$ cat config.mk
export PLATFORM = sky130hd
export DESIGN_NAME = tpg_pattern_sequencer
export DESIGN_NICKNAME = d
export VERILOG_FILES = /design/src/rtl/tpg_pattern_sequencer.sv
export SDC_FILE = /design/constraint.sdc
export NUM_CORES = 1
export LEC_CHECK = 0
export CORE_MARGIN = 2
export CORE_UTILIZATION = 42
export CTS_CLUSTER_SIZE = 40
export DETAILED_ROUTE_END_ITERATION = 6
export PLACE_DENSITY = 0.92
export SLEW_MARGIN = 20
export SYNTH_ARGS = -nofsm -noshare
export SYNTH_HDL_FRONTEND = slang
export SYNTH_SLANG_ARGS = --single-unit
$ cat constraint.sdc
create_clock -name clk_i -period 4.7 [get_ports clk_i]
set_input_delay 0.94 -clock clk_i [delete_from_list [all_inputs] [get_ports clk_i]]
set_output_delay 0.94 -clock clk_i [all_outputs]
set_load 0.02 [all_outputs]
$ cat src/rtl/tpg_pattern_sequencer.sv
// Test-pattern sequencer: picks one of NUM_PAT generator words, cycles patterns
// automatically per frame count or on manual request, switching only at frame ends.
module tpg_pattern_sequencer #(
  parameter int unsigned DATA_WIDTH = 24,
  parameter int unsigned NUM_PAT    = 5
) (
  input  logic                  clk_i,
  input  logic                  rst_i,
  input  logic                  start_i,
  input  logic                  stop_i,
  input  logic                  auto_i,
  input  logic [7:0]            frames_per_pat_i,
  input  logic                  req_i,
  input  logic [2:0]            pat_req_i,
  input  logic                  valid_i,
  input  logic                  end_of_video_i,
  input  logic [DATA_WIDTH-1:0] data_stndrt_i,
  input  logic [DATA_WIDTH-1:0] data_offset_i,
  input  logic [DATA_WIDTH-1:0] data_grad_i,
  input  logic [DATA_WIDTH-1:0] data_onecolor_i,
  input  logic [DATA_WIDTH-1:0] data_imag_i,
  output logic                  tpg_enable_o,
  output logic                  handshake_o,
  output logic [DATA_WIDTH-1:0] data_o,
  output logic                  valid_o,
  output logic [2:0]            pattern_o,
  output logic                  change_ack_o,
  output logic                  err_o
);

  localparam int unsigned PW      = 3;
  localparam int unsigned CW      = 8;
  localparam logic [PW-1:0] PAT_MAX = PW'(NUM_PAT - 1);

  typedef enum logic [1:0] {IDLE, RUN, DRAIN, SWITCH} state_t;

  state_t          state_q, state_d;
  logic [PW-1:0]   pat_q, pat_d;
  logic [PW-1:0]   lat_q, lat_d;
  logic [CW-1:0]   cnt_q, cnt_d;
  logic [DATA_WIDTH-1:0] data_q, sel_c;
  logic            tpg_en_q, hs_q, ack_q, err_q, valid_q;
  logic            req_ok_c, req_bad_c, auto_due_c;
  logic [PW-1:0]   pat_inc_c;

  // Request validity and auto-switch condition
  assign req_ok_c   = req_i && ({1'b0, pat_req_i} < 4'(NUM_PAT));
  assign req_bad_c  = req_i && !req_ok_c;
  assign auto_due_c = auto_i && (frames_per_pat_i != 8'd0) && end_of_video_i
                      && (cnt_q == frames_per_pat_i - 8'd1);
  assign pat_inc_c  = (pat_q >= PAT_MAX) ? '0 : pat_q + 3'd1;

  // Next-state, pattern, latch and frame counter
  always_comb begin
    state_d = state_q;
    pat_d   = pat_q;
    lat_d   = lat_q;
    cnt_d   = cnt_q;
    unique case (state_q)
      IDLE: begin
        lat_d = '0;
        if (req_ok_c) pat_d = pat_req_i;
        if (start_i)  state_d = RUN;
      end
      RUN: begin
        if (req_ok_c && auto_due_c) begin
          pat_d   = pat_req_i;
          state_d = SWITCH;
        end else if (req_ok_c) begin
          lat_d   = pat_req_i;
          state_d = DRAIN;
        end else if (auto_due_c) begin
          pat_d   = pat_inc_c;
          state_d = SWITCH;
        end
      end
      DRAIN: begin
        if (end_of_video_i) begin
          pat_d   = req_ok_c ? pat_req_i : lat_q;
          state_d = SWITCH;
        end else if (req_ok_c) begin
          lat_d = pat_req_i;
        end
      end
      SWITCH: state_d = RUN;
      default: state_d = IDLE;
    endcase
    // Stop overrides everything and drops any pending request
    if (stop_i) begin
      state_d = IDLE;
      pat_d   = pat_q;
      lat_d   = '0;
    end
    if (state_d == IDLE || state_d == SWITCH) begin
      cnt_d = '0;
    end else if ((state_q == RUN || state_q == DRAIN) && end_of_video_i
                 && cnt_q != 8'hFF) begin
      cnt_d = cnt_q + 8'd1;
    end
  end

  // Pixel source selected by the active pattern
  always_comb begin
    sel_c = data_stndrt_i;
    case (pat_q)
      3'd1:    sel_c = data_offset_i;
      3'd2:    sel_c = data_grad_i;
      3'd3:    sel_c = data_onecolor_i;
      3'd4:    sel_c = data_imag_i;
      default: sel_c = data_stndrt_i;
    endcase
  end

  always_ff @(posedge clk_i) begin
    if (!rst_i) begin
      state_q  <= IDLE;
      pat_q    <= '0;
      lat_q    <= '0;
      cnt_q    <= '0;
      data_q   <= '0;
      tpg_en_q <= 1'b0;
      hs_q     <= 1'b0;
      ack_q    <= 1'b0;
      err_q    <= 1'b0;
      valid_q  <= 1'b0;
    end else begin
      state_q  <= state_d;
      pat_q    <= pat_d;
      lat_q    <= lat_d;
      cnt_q    <= cnt_d;
      tpg_en_q <= (state_d != IDLE);
      hs_q     <= (state_d == DRAIN);
      ack_q    <= (state_d == SWITCH);
      err_q    <= req_bad_c;
      valid_q  <= valid_i && (state_q != IDLE);
      if (valid_i) data_q <= sel_c;
    end
  end

  assign tpg_enable_o = tpg_en_q;
  assign handshake_o  = hs_q;
  assign data_o       = data_q;
  assign valid_o      = valid_q;
  assign pattern_o    = pat_q;
  assign change_ack_o = ack_q;
  assign err_o        = err_q;

endmodule

* Yosys cells after proc, flatten, opt, wreduce, memory -nomap -nowiden
Index checks and enable logic that the tools add are counted.
** Storage, ports and cells
- Input bits :: 139
- Flip-flop bits (word level) :: 45
** Operators by class
- Equality and inequality tests :: 17
- Add/sub/neg operators :: 3
- Multiplexer cells :: 19
- Reductions and logical operators :: 22
- Bitwise operators :: 2
- Order comparisons :: 2
** Operator list (number)
- 24-bit case mux with 4 select lines :: 1
- 3-bit 2-to-1 mux :: 9
- 3-bit case mux with 3 select lines :: 2
- 2-bit 2-to-1 mux :: 6
- 1-bit logical AND :: 9
- 8-bit by 1-bit adder with 8-bit output (second input constant) :: 1
- 2-bit == test (second input constant) :: 4
- 8-bit == test :: 1
- 2-bit inequality test (second input constant) :: 4
- 8-bit inequality test (second input constant) :: 1
- 2-bit case mux with 4 select lines :: 1
- 8-bit nonzero test :: 1
- 8-bit by 1-bit subtractor with 8-bit output (second input constant) :: 1
- 3-bit by 2-bit == test with 1-bit output (second input constant) :: 2
- 3-bit inequality test (second input constant) :: 2
- 6-bit AND reduction :: 1
- 2-bit logical NOT :: 2
- 2-bit nonzero test :: 2
- 2-bit OR reduction :: 2
- 3-bit by 1-bit adder with 3-bit output (second input constant) :: 1
- 3-bit by 1-bit == test with 1-bit output (second input constant) :: 1
- 3-bit == test (second input constant) :: 1
- 3-bit >= comparator (second input constant) :: 1
- 3-bit < comparator (second input constant) :: 1
- 6 further kinds :: 8

* Depth between registers and ports, before layout
- Word-level depth :: 12
- Gate-level depth with buffers :: 11

* Worst setup path after synthesis
No wires, ideal clock.
- Path type :: in2reg
- From :: input port frames_per_pat_i[0]
- To :: register cnt_q[0]
- Arrival time :: 3173 ps
- Slack :: 1406 ps
- Data required time :: 4579 ps
- Library setup time :: 121 ps
- Stages :: 11
- Path through :: inv_1 -> ha_1 -> or4_1 -> nand3_1 -> o211ai_1 -> a211oi_2 -> o31ai_2 -> a221o_1 -> ha_1 -> nand2_1 -> nor2_1
** Between the ends
- Word-level cells in the longest chain between the ends :: 12
- Elaborated cells between the ends (all ways) :: 16
** RTL lines
- from (decl) :: RTL line 12 : input logic [7:0] frames_per_pat_i,
- parallel branches: the longest is 3 deep, another holds 8-bit by 1-bit subtractor with 8-bit output
- 1-bit logical AND * :: RTL line 50 : && (cnt_q == frames_per_pat_i - 8'd1);
- 2-bit 2-to-1 mux :: RTL line 72 : end else if (auto_due_c) begin
- 2-bit 2-to-1 mux :: RTL line 69 : end else if (req_ok_c) begin
- 2-bit 2-to-1 mux * :: RTL line 66 : if (req_ok_c && auto_due_c) begin
- 2-bit case mux with 4 select lines * :: RTL line 59 : unique case (state_q)
- 2-bit 2-to-1 mux * :: RTL line 89 : if (stop_i) begin
- 2-bit == test or 2-bit logical NOT (tied branches) :: RTL line 94 : if (state_d == IDLE || state_d == SWITCH) begin
- 1-bit logical OR * :: RTL line 94
- 2-bit OR reduction (no line) *
- to (signal assigned) :: RTL line 130 : cnt_q <= cnt_d;
- to (decl) :: RTL line 40 : logic [CW-1:0] cnt_q, cnt_d;
Mark *: on every way between the ends.
A chain may end at the register's enable or synchronous reset.

* Final worst setup path
- From :: input port frames_per_pat_i[0]
- To :: register cnt_q[3]
Same word-level chain as after synthesis.

==> run summary <==
The flow ran to the end, and the final reports show no timing, DRC or antenna violations. TritonCTS built the clock tree. In this run the power spent charging and discharging nets is 357.1 uW.

The number of gates given a new drive strength after cts is 0. In the routed layout, each cell is associated on average with a via count of 5.674. The average detailed-routed wire length per instance came out at 17.18 um. Counting the buffers created by CTS gives 5.

The number of nets produced by synthesis came out at 564. The transition at the pin with the smallest max-transition slack came out at 0.9613 ns. The classification of the worst-slack hold path is reg -> reg. In this run the tightest slew margin relative to its limit is 0.3571. The die covers 7917 um^2. For hold timing, the worst endpoint is lat_q[2]. The number of endpoints with negative hold slack in the final report came to 0. 0 antenna diodes ended up in the layout. The clock sink total is 45. The placed wire-length estimate is 8.972 mm.

The maximum clock frequency is 253.7 MHz. The hold buffer count at cts is 0. The flop and latch count out of synthesis came out at 45. Setup repair after global routing left no endpoint under its margin. The filler cell count is between 500 and 600.

The cell internal power dissipation came out at 721.5 uW. For this configuration, the core starts out at a cell density of 0.4391. The post-synthesis cell type count is 46. The global routing stage identified its most utilized layer as met2. The library cell used most frequently in the layout, excluding fill and tap cells, is sky130_fd_sc_hd__clkdlybuf4s50_1.

The vertical extent of the die is 88.98 um. The length of the first detailed-routing pass in iterations came out at 5. The largest individual stage delay along the critical path comes from the cell sky130_fd_sc_hd__clkdlybuf4s50_1. Along the worst path, the maximum fanout reaches 8.

The destination of the worst register-to-register timing path is cnt_q[3]. The fraction of synthesis flops using an asynchronous set or reset pin is 0. The cell that appears most often on the critical path is sky130_fd_sc_hd__ha_1.

The leakage power came out at 1.847 nW. The worst setup path is of the in -> reg kind. For this run, the total global-route usage over all layers was measured as 0.2921. The sequential power share came out at 0.393. The data arrival at the endpoint of the critical path is 4.14 ns. The total setup buffers inserted after CTS is 0. In the layout the commonest cells are 170 x sky130_fd_sc_hd__clkdlybuf4s50_1, 84 x sky130_fd_sc_hd__nand2_1, 45 x sky130_fd_sc_hd__dfxtp_1. During synthesis, Yosys emitted a total of 0 warnings. The placer's final routability congestion estimate came out at 0.9782.

After synthesis, the mean cell area works out to around 7.4 um^2. The count of buffers inserted at the top-level ports came out at 170. Max-cap violations in this run came to 0. The worst setup path is launched from a primary input. The clock transition at the registers of the reported paths is 0.09 ns.

The worst path in the final design needs a cycle of 3.941 ns, including I/O delays and setup. The max-slew violation count is 0. The signal on the critical path passes through clkdlybuf4s50_1 > inv_1 > ha_1 > or4_1 > nand3_1 > o211ai_1 > a211oi_2 > o31ai_2 > a221o_1 > ha_1 > nand2_1 > nor2_1.

The I/O pin count came out at 171. For met3 alone, demand over resource in global routing was 0.08403. The initial DRC count is between 200 and 250. The worst register-to-register path begins at cnt_q[5]. The total overflow left after global routing is 0.

The count of nets left with antenna violations once routing finished came out at 0. The number of instances in the placed design came out at 654. The highest ir drop seen on vdd is 0.0001303 V.

Counting instances, the worst hold path has a depth of 1. The cell family contributing the most delay on the critical path is compound AO/OA/AOI/OAI gates. The global-route wire length before repair came out at 18.11 mm. The total negative slack is 0 ns. The H-tree was split into 2 levels. The final setup violation count is 0.

The sequential element share of the synthesized area came out at 0.2970. The switching fraction of total power is 0.3310. For this run, design rule violations remaining after detail routing come to 0.

The total number of placement rows came out at 30. The root buffer cell chosen for the clock tree is sky130_fd_sc_hd__clkbuf_8. At the worst endpoint, the required time is 4.90 ns. The number of buffers and inverters on the critical path came out at 2.

The core region is approximately 6900 um^2. The final clock skew is between 0.007 and 0.008 ns. The layout net count is 720.

The final cell count without fillers is ~660. The fraction of power consumed by the clock network came out at 0.238. The total power came out at 1.079 mW.

The largest buffer count on any clock path is 2. Of the total power, combinational logic draws 0.369. The routed via count came out at 3756.

The number of global-route vias before repair is 3885. After synthesis the cells add up to 3033 um^2. The power density over cell area is 220.0 nW/um^2.

The clock latency reported for the late side of the worst-skew pair came out at about 0.31 ns. The register-to-register setup slack is 2.10 ns. In this run the most critical hold path is launched from lat_q[2]. The synthesized design contains 0 enable-type register cells. The initial antenna violation count is 1. The final critical-path share of the clock period came out at 0.8385. The maximum single-stage delay on the critical path is between 0.6 and 0.7 ns. The fraction of layout instances using a drive strength above 1 is 0.04947. The total wirelength of the detailed-routed design came out at 11.37 mm.

In the synthesized netlist the dominant register cell turns out to be sky130_fd_sc_hd__dfxtp_1. The worst setup path is captured at a flop. The area growth from synthesis to final layout came out at 61.63%.

The cell depth of the worst flop-to-flop path is 8. The instance count of the mapped netlist came out at 409. The pin count of the biggest net entering global routing is 32. The met2 layer usage reported by global route came out at 0.5346. On the final layout, the worst hold slack is 0.5138 ns. The die width is about 89 um. The met1 track utilization from global routing came out at 0.3156.
==> Yosys cell counts, drive strengths merged, types with 2 or more instances <==
cell,n,share of area
dfxtp,45,0.30
a31oi,4,0.0082
nor2b,5,0.010
clkbuf,27,0.033
o211ai,3,0.0091
or3,4,0.0099
xor2,5,0.014
ha,16,0.066
a2111oi,2,0.0058
nor4,2,0.0091
nor2,20,0.025
a211oi,4,0.012
a22o,2,0.0058
xnor2,9,0.026
a21oi,30,0.050
inv,11,0.014
nor3,7,0.012
a221oi,29,0.084
o31ai,2,0.0066
nand4,7,0.014
nand2,84,0.10
nand3,30,0.050
a32o,3,0.0099
o21ai,31,0.051
o211a,4,0.013
and3,3,0.0062
and2,5,0.010
o221ai,2,0.0058
==> how the worst max path moves through the flow <==
| stage | start | to | slack [ns] | cells after the start |
|---|---|---|---|---|
| 2_1_floorplan | frames_per_pat_i[0] | cnt_q[0] | 1.41 | 11 |
| 3_3_place_gp | frames_per_pat_i[0] | cnt_q[7] | 0.59 | 12 |
| 3_5_place_dp | frames_per_pat_i[0] | cnt_q[0] | 0.45 | 12 |
| 4_1_cts | frames_per_pat_i[0] | cnt_q[0] | 0.77 | 12 |
| 5_1_grt | frames_per_pat_i[0] | cnt_q[4] | 0.54 | 12 |
| 6_report | frames_per_pat_i[0] | cnt_q[3] | 0.76 | 12 |
==> registers in the layout, indices dropped and copies added (netlist names) <==
register	cells
cnt_q	8
tpg_enable_o	1
change_ack_o	1
state_q	2
lat_q	3
handshake_o	1
err_o	1
data_o	24
pattern_o	3
valid_o	1
==> cell type report <==
class	count	area, um^2	area share
Timing Repair Buffer	177	1754	0.3578
Tap cell	96	120.1	0.02450
Sequential cell	45	900.9	0.1838
Inverter	11	41.29	0.008423
Clock buffer	5	68.82	0.01404
Clock inverter	3	21.27	0.004339
Multi-Input combinational cell	325	1996	0.4071
==> worst reg2reg max path: stages (launching register included) <==
cell	delay, ns
sky130_fd_sc_hd__dfxtp_1	0.37
sky130_fd_sc_hd__xnor2_1	0.40
sky130_fd_sc_hd__o221ai_1	0.28
sky130_fd_sc_hd__a211oi_2	0.39
sky130_fd_sc_hd__o31ai_2	0.13
sky130_fd_sc_hd__a221o_1	0.37
sky130_fd_sc_hd__ha_1	0.27
sky130_fd_sc_hd__nand2_1	0.20
sky130_fd_sc_hd__nor2_1	0.08
==> logic make-up (layout without fill, tap and decap cells) <==
logic type,after synthesis,count (layout),share of synthesized area
adder cells (fa/ha/maj),16,16,0.06601
AO/OA/AOI/OAI,123,123,0.2830
flip-flops,45,45,0.2970
XOR/XNOR,14,14,0.04043
AND/OR/NAND/NOR,170,170,0.2578
multiplexers,2,2,0.007013
buffers and inverters,39,196,0.04868
==> per-layer routing <==
metal  vias up  wire, um
met2       180      5729
met5         -         0
met3        35       922
met4         0       442
li1       1803         -
met1      1738      4278
==> stage by stage <==
| stage | util | setup WS, ns | cell area [um^2] |
|---|---|---|---|
| after floorplan | - | 1.406 | 3033 |
| after global placement | 0.6967 | 0.5926 | 4812 |
| after detailed placement | 0.6967 | 0.4464 | 4812 |
| after CTS | 0.7098 | 0.7714 | 4902 |
| after global routing | 0.7098 | 0.5446 | 4902 |
| final | 0.7098 | 0.7591 | 4902 |
==> power groups by stage <==
| stage | Sequential (mW) | Combinational, mW | Clock (mW) |
|---|---|---|---|
| after floorplan | 0.461 | 0.146 | 0 |
| after global placement | 0.431 | 0.386 | 0 |
| after detailed placement | 0.432 | 0.395 | 0 |
| after CTS | 0.424 | 0.397 | 0.259 |
| after global routing | 0.427 | 0.432 | 0.274 |
| final | 0.424 | 0.398 | 0.256 |
Power figures use the tool's default switching activity.
